<file path="config.mk">
export PLATFORM = sky130hd
export DESIGN_NAME = fb_write_arbiter
export DESIGN_NICKNAME = d
export VERILOG_FILES = /design/src/rtl/fb_write_arbiter.sv
export SDC_FILE = /design/constraint.sdc
export NUM_CORES = 1
export LEC_CHECK = 0
export CAP_MARGIN = 25
export CORE_UTILIZATION = 44
export DETAILED_ROUTE_END_ITERATION = 6
export PLACE_DENSITY = 0.82
export SETUP_SLACK_MARGIN = 0.1
export SYNTH_ARGS = -nofsm -noshare
export SYNTH_HDL_FRONTEND = slang
export SYNTH_SLANG_ARGS = --single-unit
</file>
<file path="constraint.sdc">
create_clock -name clk_calc -period 2.6 [get_ports clk_calc]
set_input_delay 0.52 -clock clk_calc [delete_from_list [all_inputs] [get_ports clk_calc]]
set_output_delay 0.52 -clock clk_calc [all_outputs]
set_load 0.01 [all_outputs]
</file>
<file path="src/rtl/fb_write_arbiter.sv">
// Round-robin collector of engine pixel results feeding the framebuffer write port.
// Optional FB_WRITE_BOUNDS_CHECK_EN drops off-frame results and adds the drop_count output.
module fb_write_arbiter #(
  parameter int NUM_ENGINES = 4,
  parameter int WIDTH       = 512,
  parameter int HEIGHT      = 384,
  parameter int DIM_BITS    = 9,
  parameter int DATA_BITS   = 4,
  parameter int ITER_BITS   = 16
) (
  input  logic                             clk_calc,
  input  logic                             rst_n,
  input  logic [NUM_ENGINES-1:0]           eng_valid,
  output logic [NUM_ENGINES-1:0]           eng_ready,
  input  logic [NUM_ENGINES*DIM_BITS-1:0]  eng_x,
  input  logic [NUM_ENGINES*DIM_BITS-1:0]  eng_y,
  input  logic [NUM_ENGINES*ITER_BITS-1:0] eng_iter,
  input  logic [ITER_BITS-1:0]             max_iter,
  input  logic                             frame_start,
  output logic                             wr_en,
  output logic [2*DIM_BITS-1:0]            wr_addr,
  output logic [DATA_BITS-1:0]             wr_data,
  output logic [19:0]                      pixel_count,
  output logic                             frame_done
`ifdef FB_WRITE_BOUNDS_CHECK_EN
  ,
  output logic [15:0]                      drop_count
`endif
);

  localparam int          PTR_BITS     = (NUM_ENGINES > 1) ? $clog2(NUM_ENGINES) : 1;
  localparam logic [19:0] FRAME_PIXELS = 20'(WIDTH * HEIGHT);

  logic [DIM_BITS-1:0]  x_arr    [NUM_ENGINES];
  logic [DIM_BITS-1:0]  y_arr    [NUM_ENGINES];
  logic [ITER_BITS-1:0] iter_arr [NUM_ENGINES];

  logic [PTR_BITS-1:0]  rr_ptr_reg, rr_ptr_next;
  logic [PTR_BITS-1:0]  grant_idx;
  logic [PTR_BITS-1:0]  cand_idx;
  logic                 grant_any;

  logic                 s1_valid_reg;
  logic [DIM_BITS-1:0]  s1_x_reg, s1_y_reg;
  logic [ITER_BITS-1:0] s1_iter_reg;

  logic                 in_bounds;
  logic [DATA_BITS-1:0] colour;

  logic                 wr_en_reg;
  logic [2*DIM_BITS-1:0] wr_addr_reg;
  logic [DATA_BITS-1:0] wr_data_reg;
  logic [19:0]          pixel_count_reg;
  logic                 frame_done_reg;

  generate
    for (genvar gi = 0; gi < NUM_ENGINES; gi++) begin : g_eng
      assign x_arr[gi]     = eng_x[gi*DIM_BITS +: DIM_BITS];
      assign y_arr[gi]     = eng_y[gi*DIM_BITS +: DIM_BITS];
      assign iter_arr[gi]  = eng_iter[gi*ITER_BITS +: ITER_BITS];
      assign eng_ready[gi] = grant_any && (grant_idx == PTR_BITS'(gi));
    end
  endgenerate

  // Scan from the farthest candidate back to rr_ptr so the nearest valid engine wins.
  always_comb begin
    grant_any = 1'b0;
    grant_idx = '0;
    cand_idx  = '0;
    for (int k = NUM_ENGINES - 1; k >= 0; k--) begin
      cand_idx = PTR_BITS'((int'(rr_ptr_reg) + k) % NUM_ENGINES);
      if (eng_valid[cand_idx]) begin
        grant_any = 1'b1;
        grant_idx = cand_idx;
      end
    end
  end

  always_comb begin
    if (!grant_any)
      rr_ptr_next = rr_ptr_reg;
    else if (grant_idx == PTR_BITS'(NUM_ENGINES - 1))
      rr_ptr_next = '0;
    else
      rr_ptr_next = grant_idx + PTR_BITS'(1);
  end

  always_ff @(posedge clk_calc or negedge rst_n) begin
    if (!rst_n) begin
      rr_ptr_reg   <= '0;
      s1_valid_reg <= 1'b0;
      s1_x_reg     <= '0;
      s1_y_reg     <= '0;
      s1_iter_reg  <= '0;
    end else begin
      rr_ptr_reg   <= rr_ptr_next;
      s1_valid_reg <= grant_any;
      if (grant_any) begin
        s1_x_reg    <= x_arr[grant_idx];
        s1_y_reg    <= y_arr[grant_idx];
        s1_iter_reg <= iter_arr[grant_idx];
      end
    end
  end

  // Index 0 is reserved for points inside the set.
  always_comb begin
    if (s1_iter_reg >= max_iter)
      colour = '0;
    else if (s1_iter_reg[DATA_BITS-1:0] == '0)
      colour = '1;
    else
      colour = s1_iter_reg[DATA_BITS-1:0];
  end

`ifdef FB_WRITE_BOUNDS_CHECK_EN
  localparam logic [DIM_BITS:0] X_LIMIT = (DIM_BITS+1)'(WIDTH);
  localparam logic [DIM_BITS:0] Y_LIMIT = (DIM_BITS+1)'(HEIGHT);
  logic [15:0] drop_count_reg;

  assign in_bounds = ({1'b0, s1_x_reg} < X_LIMIT) && ({1'b0, s1_y_reg} < Y_LIMIT);

  always_ff @(posedge clk_calc or negedge rst_n) begin
    if (!rst_n)
      drop_count_reg <= '0;
    else if (frame_start)
      drop_count_reg <= '0;
    else if (s1_valid_reg && !in_bounds && drop_count_reg != 16'hFFFF)
      drop_count_reg <= drop_count_reg + 16'd1;
  end

  assign drop_count = drop_count_reg;
`else
  assign in_bounds = 1'b1;
`endif

  always_ff @(posedge clk_calc or negedge rst_n) begin
    if (!rst_n) begin
      wr_en_reg   <= 1'b0;
      wr_addr_reg <= '0;
      wr_data_reg <= '0;
    end else begin
      wr_en_reg <= s1_valid_reg && in_bounds;
      if (s1_valid_reg && in_bounds) begin
        wr_addr_reg <= {s1_y_reg, s1_x_reg};
        wr_data_reg <= colour;
      end
    end
  end

  // Count saturates at the frame size, so frame_done fires once per frame.
  always_ff @(posedge clk_calc or negedge rst_n) begin
    if (!rst_n) begin
      pixel_count_reg <= '0;
      frame_done_reg  <= 1'b0;
    end else if (frame_start) begin
      pixel_count_reg <= '0;
      frame_done_reg  <= 1'b0;
    end else if (wr_en_reg && pixel_count_reg != FRAME_PIXELS) begin
      pixel_count_reg <= pixel_count_reg + 20'd1;
      frame_done_reg  <= (pixel_count_reg + 20'd1 == FRAME_PIXELS);
    end else begin
      frame_done_reg  <= 1'b0;
    end
  end

  assign wr_en       = wr_en_reg;
  assign wr_addr     = wr_addr_reg;
  assign wr_data     = wr_data_reg;
  assign pixel_count = pixel_count_reg;
  assign frame_done  = frame_done_reg;

endmodule

</file>
* Yosys cells after proc, flatten, opt, wreduce, memory -nomap -nowiden
Index checks and enable logic that the tools add are counted.
Storage, ports and cells: memory bits (read-only) 0, output and inout bits 48, latch bits 0, input bits 159, bits in writable memories 0, memories kept 0, register bits 81
Cells by class: eq/ne operators 5, add/subtract/negate cells 5, multiply operators 0, reduce and logical (&&, ||, !) cells 8, magnitude comparators 6, mux-type cells 32, shift operators 0, div/mod/pow operators 0, bitwise logic cells 1
Operator list (number):
- 2-to-1 mux 20 bit | 2
- binary-select mux 9 bit (select 2 bit) | 2
- 2-to-1 mux 9 bit | 4
- binary-select mux 16 bit (select 2 bit) | 1
- 2-to-1 mux 16 bit | 2
- adder 20 x 1 -> 20 bit (second input constant) | 1
- == test 20 x 18 -> 1 bit (second input constant) | 1
- inequality test 20 x 18 -> 1 bit (second input constant) | 1
- greater-or-equal comparator 16 bit | 1
- < comparator 2 x 3 -> 1 bit (second input constant) | 4
- 2-to-1 mux 1 bit | 10
- 2-to-1 mux 2 bit | 5
- binary-select mux 1 bit (select 2 bit) | 4
- 2-to-1 mux 4 bit | 2
- logical AND 1 bit | 5
- adder 2 x 1 -> 2 bit (second input constant) | 2
- adder 2 bit (second input constant) | 2
- == test 2 bit (second input constant) | 2
- zero test 4 bit | 1
- greater-or-equal comparator 3 bit (second input constant) | 1
- inverter 2 -> 3 bit | 1
- == test 2 x 1 -> 1 bit (second input constant) | 1
- zero test 2 bit | 1
- nonzero test 2 bit | 1

* Logic depth before layout (Yosys ltp)
Gate-level depths: netlist (run 1).
depth after elaboration 11, mapped depth 9, gate-level depth less buffers 8

* Least setup slack after synthesis (run 1)
Ideal clock, no wire load.
path kind input-to-output, start input eng_valid[0], end output eng_ready[0], arrival time 1.847 ns, setup slack 0.233 ns, cell stages on the path 7, cells stage by stage a21oi_1 > o21ai_0 > a21oi_1 > buf_2 > inv_1 > ha_1 > and2_1
On the way: longest elaborated chain between the ends 8
RTL lines:
- from (decl) | RTL line 13 | input logic [NUM_ENGINES-1:0] eng_valid,
- binary-select mux 1 bit (select 2 bit) | RTL line 72 | if (eng_valid[cand_idx]) begin
- 2-to-1 mux 1 bit (implied by the code) | RTL line 72
- 2-to-1 mux 2 bit (4 in a row) | RTL line 72
- zero test 2 bit | RTL line 61 | assign eng_ready[gi] = grant_any && (grant_idx == PTR_BITS'(gi));
- logical AND 1 bit * | RTL line 61
- to (decl) | RTL line 14 | output logic [NUM_ENGINES-1:0] eng_ready,
Mark *: on every way between the ends. The rest lies on a longest branch, timed or not. The select of a mux whose other input is x is not followed.

* Worst setup path after layout (run 1)
start register rr_ptr_reg[1], end output eng_ready[2]
On the way: longest elaborated chain between the ends 9
RTL lines:
- from (decl) | RTL line 38 | logic [PTR_BITS-1:0] rr_ptr_reg, rr_ptr_next;
- from (signal assigned) | RTL line 96 | rr_ptr_reg <= rr_ptr_next;
- adder 2 bit | RTL line 71 | cand_idx = PTR_BITS'((int'(rr_ptr_reg) + k) % NUM_ENGINES);
- binary-select mux 1 bit (select 2 bit) | RTL line 72
- 2-to-1 mux 1 bit (implied by the code) | RTL line 72
- 2-to-1 mux 2 bit (4 in a row) | RTL line 72
- == test 2 bit | RTL line 61
- logical AND 1 bit * | RTL line 61
Marks and branches as above.

==> results of run 1 <==
-- through the flow --
step / utilization, % / cells / hold WS [ns] / setup slack (ns)
2_1_floorplan: - / 604 / 0.2244 / 0.2331
6_report: 68.95 / 946 / 0.1665 / 0.1185
3_5_place_dp: 65.66 / 926 / 0.4952 / -0.4258
3_3_place_gp: 65.53 / 925 / 0.4863 / -0.3371
4_1_cts: 68.88 / 946 / 0.1945 / 0.1060
5_1_grt: 68.95 / 946 / 0.2138 / 0.03625
-- power breakdown --
group          internal (mW)  leakage (nW)  switching (mW)
clock network          0.939         0.164           0.499
logic                   1.25          2.14            1.17
registers               1.72         0.979           0.322
total                   3.91          3.28            1.99
-- per-layer routing --
metal	routed length (um)	vias to the layer above	GRT usage [%]
met1	5919	2423	29.66
met2	8073	208	48.34
li1	-	2454	-
met4	449	0	12.45
met3	1111	38	6.037
met5	0	-	0
-- critical path, stage by stage (launching register included) --
cell	delay [ns]
sky130_fd_sc_hd__dfrtp_2	0.44
sky130_fd_sc_hd__mux2i_1	0.24
sky130_fd_sc_hd__nor2_2	0.07
sky130_fd_sc_hd__nor3_4	0.25
sky130_fd_sc_hd__buf_6	0.14
sky130_fd_sc_hd__inv_2	0.04
sky130_fd_sc_hd__ha_2	0.17
sky130_fd_sc_hd__and2_1	0.14
sky130_fd_sc_hd__buf_2	0.14
-- Yosys cell counts (5+ instances only) --
cell,count
sky130_fd_sc_hd__nand2_1,148
sky130_fd_sc_hd__dfrtp_1,81
sky130_fd_sc_hd__nor2_1,78
sky130_fd_sc_hd__and3_1,40
sky130_fd_sc_hd__inv_1,29
sky130_fd_sc_hd__a311oi_1,27
sky130_fd_sc_hd__ha_1,22
sky130_fd_sc_hd__mux2_2,20
sky130_fd_sc_hd__clkbuf_1,18
sky130_fd_sc_hd__a21oi_1,16
sky130_fd_sc_hd__xnor2_1,16
sky130_fd_sc_hd__nor3_1,13
sky130_fd_sc_hd__buf_2,10
sky130_fd_sc_hd__nand3_1,10
sky130_fd_sc_hd__a311oi_2,7
sky130_fd_sc_hd__nand4_1,7
sky130_fd_sc_hd__o21ai_0,6
sky130_fd_sc_hd__nor2b_1,5
-- cell type report --
cell class | count | area, um2
sequential | 81 | 2028
multi-input combinational | 457 | 2741
inverter | 30 | 112.6
clock inverter | 5 | 103.9
fill | 851 | 3411
tap | 140 | 175.2
timing repair buffer | 222 | 2178
clock buffer | 11 | 232.7
-- kinds of logic (layout without fill, tap and decap cells) --
family	after synthesis	count (layout)	share of synthesized area [%]
buffers and inverters	66	268	5.911
muxes	22	22	4.868
xor gates and xnor gates	20	20	3.477
adders and majority gates	22	22	5.464
DFF	81	81	40.24
AOI/OAI and AO/OA	72	72	11.43
and+or+nand+nor	321	321	28.61
-- path summary, 6_finish.rpt --
kind | endpoint | slack (ns) | cells past startpoint
max in group asynchronous | rr_ptr_reg[1] | 1.79 | 2
worst min-delay path | pixel_count[8] | 0.17 | 1
worst max-delay path | eng_ready[2] | 0.12 | 8
min in group clk_calc | wr_addr[4] | 0.50 | 1
worst max register to register | s1_y_reg[1] | 0.28 | 9
worst min register to register | wr_addr[4] | 0.50 | 1
-- timing repair --
item	CTS	global route
endpoints found under the setup margin	9	11
setup buffers	4	0
hold endpoints to repair	0	0
cloned	0	0
resized for setup	17	9
pin swaps	1	2
hold buffers	0	0
==> report_table.html, run 1 <==
<table>
<tr><th>Metric</th><th>Value</th></tr>
<tr><th colspan="2">Synth</th></tr>
<tr><td>Post-synthesis cell type count</td><td>45</td></tr>
<tr><td>Number of flops mapped to enable cells by yosys</td><td>0</td></tr>
<tr><td>Ys async rst share</td><td>100.0%</td></tr>
<tr><td>Post-synthesis cell count</td><td>604</td></tr>
<tr><td>Area of the mapped netlist</td><td>5037 um2</td></tr>
<tr><td>Sequential element share of the synthesized area</td><td>40.24%</td></tr>
<tr><td>Yosys top cell area share</td><td>40.24%</td></tr>
<tr><td>Leading area contributor after synthesis</td><td>sky130_fd_sc_hd__dfrtp_1</td></tr>
<tr><td>Synth Flop Type</td><td>sky130_fd_sc_hd__dfrtp_1</td></tr>
<tr><td>Synthesis-stage register bit count</td><td>81</td></tr>
<tr><td>Number of warnings printed during yosys synthesis</td><td>0</td></tr>
<tr><td>Largest cells by area after synthesis</td><td>sky130_fd_sc_hd__dfrtp_1 (40%), sky130_fd_sc_hd__nand2_1 (11%), sky130_fd_sc_hd__nor2_1 (5.8%)</td></tr>
<tr><td>Nets in the synthesized netlist</td><td>785</td></tr>
<tr><td>Mean cell area of the mapped netlist</td><td>8.340 um2</td></tr>
<tr><th colspan="2">Pwr</th></tr>
<tr><td>Pwr Total</td><td>5.900 mW</td></tr>
<tr><td>Leakage power of the design</td><td>3.280 nW</td></tr>
<tr><td>Peak supply drop</td><td>0.7923 mV</td></tr>
<tr><td>Ratio of total power to cell area</td><td>779.2 nW/um2</td></tr>
<tr><th colspan="2">STA</th></tr>
<tr><td>Transition at the pin with the smallest max-transition slack</td><td>0.7232 ns</td></tr>
<tr><td>Period utilization</td><td>95.44%</td></tr>
<tr><td>Hold Vio Cnt, Final</td><td>0</td></tr>
<tr><td>Final setup TNS</td><td>0 ns</td></tr>
<tr><td>Post-layout minimum cycle time</td><td>2.482 ns</td></tr>
<tr><td>Fmax</td><td>403.0 MHz</td></tr>
<tr><td>Headroom to the max-slew limit</td><td>51.79%</td></tr>
<tr><td>Total setup violations reported at the end of the flow</td><td>0</td></tr>
<tr><td>Setup skew after layout</td><td>0.004700 ns</td></tr>
<tr><td>Number of max-slew violations in the final report</td><td>0</td></tr>
<tr><td>RSZ-0062 raised after global routing</td><td>true</td></tr>
<tr><th colspan="2">Clock tree</th></tr>
<tr><td>Clock tree from TritonCTS</td><td>done</td></tr>
<tr><td>TritonCTS buffer count</td><td>9</td></tr>
<tr><td>Deepest level of the CTS H-tree</td><td>3</td></tr>
<tr><td>Clock transition time at the flip-flop clock pins of the worst setup and hold paths</td><td>0.06 ns</td></tr>
<tr><td>Root cell of the clock tree</td><td>sky130_fd_sc_hd__clkbuf_16</td></tr>
<tr><td>Clock tree sinks</td><td>81</td></tr>
<tr><td>Max clock buf depth</td><td>2</td></tr>
<tr><td>Clock latency on the worst-skew pair</td><td>0.33 ns</td></tr>
<tr><th colspan="2">Final layout</th></tr>
<tr><td>Number of flip-flops under the largest register name</td><td>20</td></tr>
<tr><td>Fraction of layout cells with a size suffix above 1</td><td>9.305%</td></tr>
<tr><td>Final instance area</td><td>7572 um2</td></tr>
<tr><td>Final net count</td><td>982</td></tr>
<tr><td>Commonest cells after routing, fill and taps aside</td><td>sky130_fd_sc_hd__clkdlybuf4s50_1 (197), sky130_fd_sc_hd__nand2_1 (148), sky130_fd_sc_hd__dfrtp_1 (80), sky130_fd_sc_hd__nor2_1 (77), sky130_fd_sc_hd__and3_1 (40)</td></tr>
<tr><td>Leading cell type in the layout, fill and taps excluded</td><td>sky130_fd_sc_hd__clkdlybuf4s50_1</td></tr>
<tr><td>Total inserted antenna cells</td><td>0</td></tr>
<tr><td>Area growth from synthesis to final layout</td><td>50.32%</td></tr>
<tr><th colspan="2">Worst setup path</th></tr>
<tr><td>Critical Path Start Type</td><td>register</td></tr>
<tr><td>Worst flop-to-flop path startpoint</td><td>rr_ptr_reg[1]</td></tr>
<tr><td>Required time of the critical path</td><td>2.08 ns</td></tr>
<tr><td>Crit. Startpoint</td><td>rr_ptr_reg[1]</td></tr>
<tr><td>Classification of the worst setup path</td><td>register to primary output</td></tr>
<tr><td>CP Max Fanout</td><td>7</td></tr>
<tr><td>Arrival time worst endpoint</td><td>1.96 ns</td></tr>
<tr><td>Critical Path End Type</td><td>primary output</td></tr>
<tr><th colspan="2">Route</th></tr>
<tr><td>Detail-routed net length per standard cell</td><td>16.44 um</td></tr>
<tr><td>Number of violations reported at the end of detailed-routing iteration 0</td><td>349</td></tr>
<tr><td>DRT Wirelength</td><td>15.55 mm</td></tr>
<tr><td>Total DRC errors in the routed layout</td><td>0</td></tr>
<tr><td>Ratio of routed vias to standard cells</td><td>5.415</td></tr>
<tr><td>Remaining number of nets flagged by the antenna check after routing</td><td>0</td></tr>
<tr><td>Count of vias placed by the detailed router</td><td>5123</td></tr>
<tr><td>1st-pass router iterations</td><td>5</td></tr>
<tr><th colspan="2">Place</th></tr>
<tr><td>Post-detailed-placement cell area</td><td>7212 um2</td></tr>
<tr><td>Count of port buffers added during placement</td><td>206</td></tr>
<tr><td>Placer's final routability congestion estimate</td><td>0.9422</td></tr>
<tr><td>Sum of net half-perimeters after detailed placement</td><td>11.79 mm</td></tr>
<tr><th colspan="2">Global route</th></tr>
<tr><td>Antenna violations before repair</td><td>0</td></tr>
<tr><td>Total routing resource utilization after global routing</td><td>26.78%</td></tr>
<tr><td>Wire length of the first global-routing pass</td><td>24.50 mm</td></tr>
<tr><td>Remaining global-route overflow</td><td>0</td></tr>
<tr><td>Via count of the first global-routing pass</td><td>5204</td></tr>
<tr><td>Largest net degree at the start of global routing</td><td>69</td></tr>
<tr><th colspan="2">Status</th></tr>
<tr><td>Result of the run</td><td>finished clean</td></tr>
<tr><th colspan="2">Die</th></tr>
<tr><td>Placement row count</td><td>38</td></tr>
<tr><td>Die ar.</td><td>11880 um2</td></tr>
<tr><td>Top-Level Pins</td><td>207</td></tr>
<tr><td>Starting density of the core</td><td>45.86%</td></tr>
<tr><td>Die Span X</td><td>109.0 um</td></tr>
<tr><td>Placeable core region</td><td>10980 um2</td></tr>
<tr><td>Die height</td><td>109.0 um</td></tr>
<tr><th colspan="2">Hold path</th></tr>
<tr><td>Worst min-delay path category</td><td>input pin to async pin</td></tr>
<tr><th colspan="2">Job</th></tr>
<tr><td>Maxcap violations</td><td>0</td></tr>
</table>
Power figures use the tool's default switching activity.
==> run 2: changes to the inputs <==
Settings changed: CTS_CLUSTER_SIZE from default to 14.
==> results of run 2 <==
No change in the layout: final DEF, timing and power equal those of run 1.
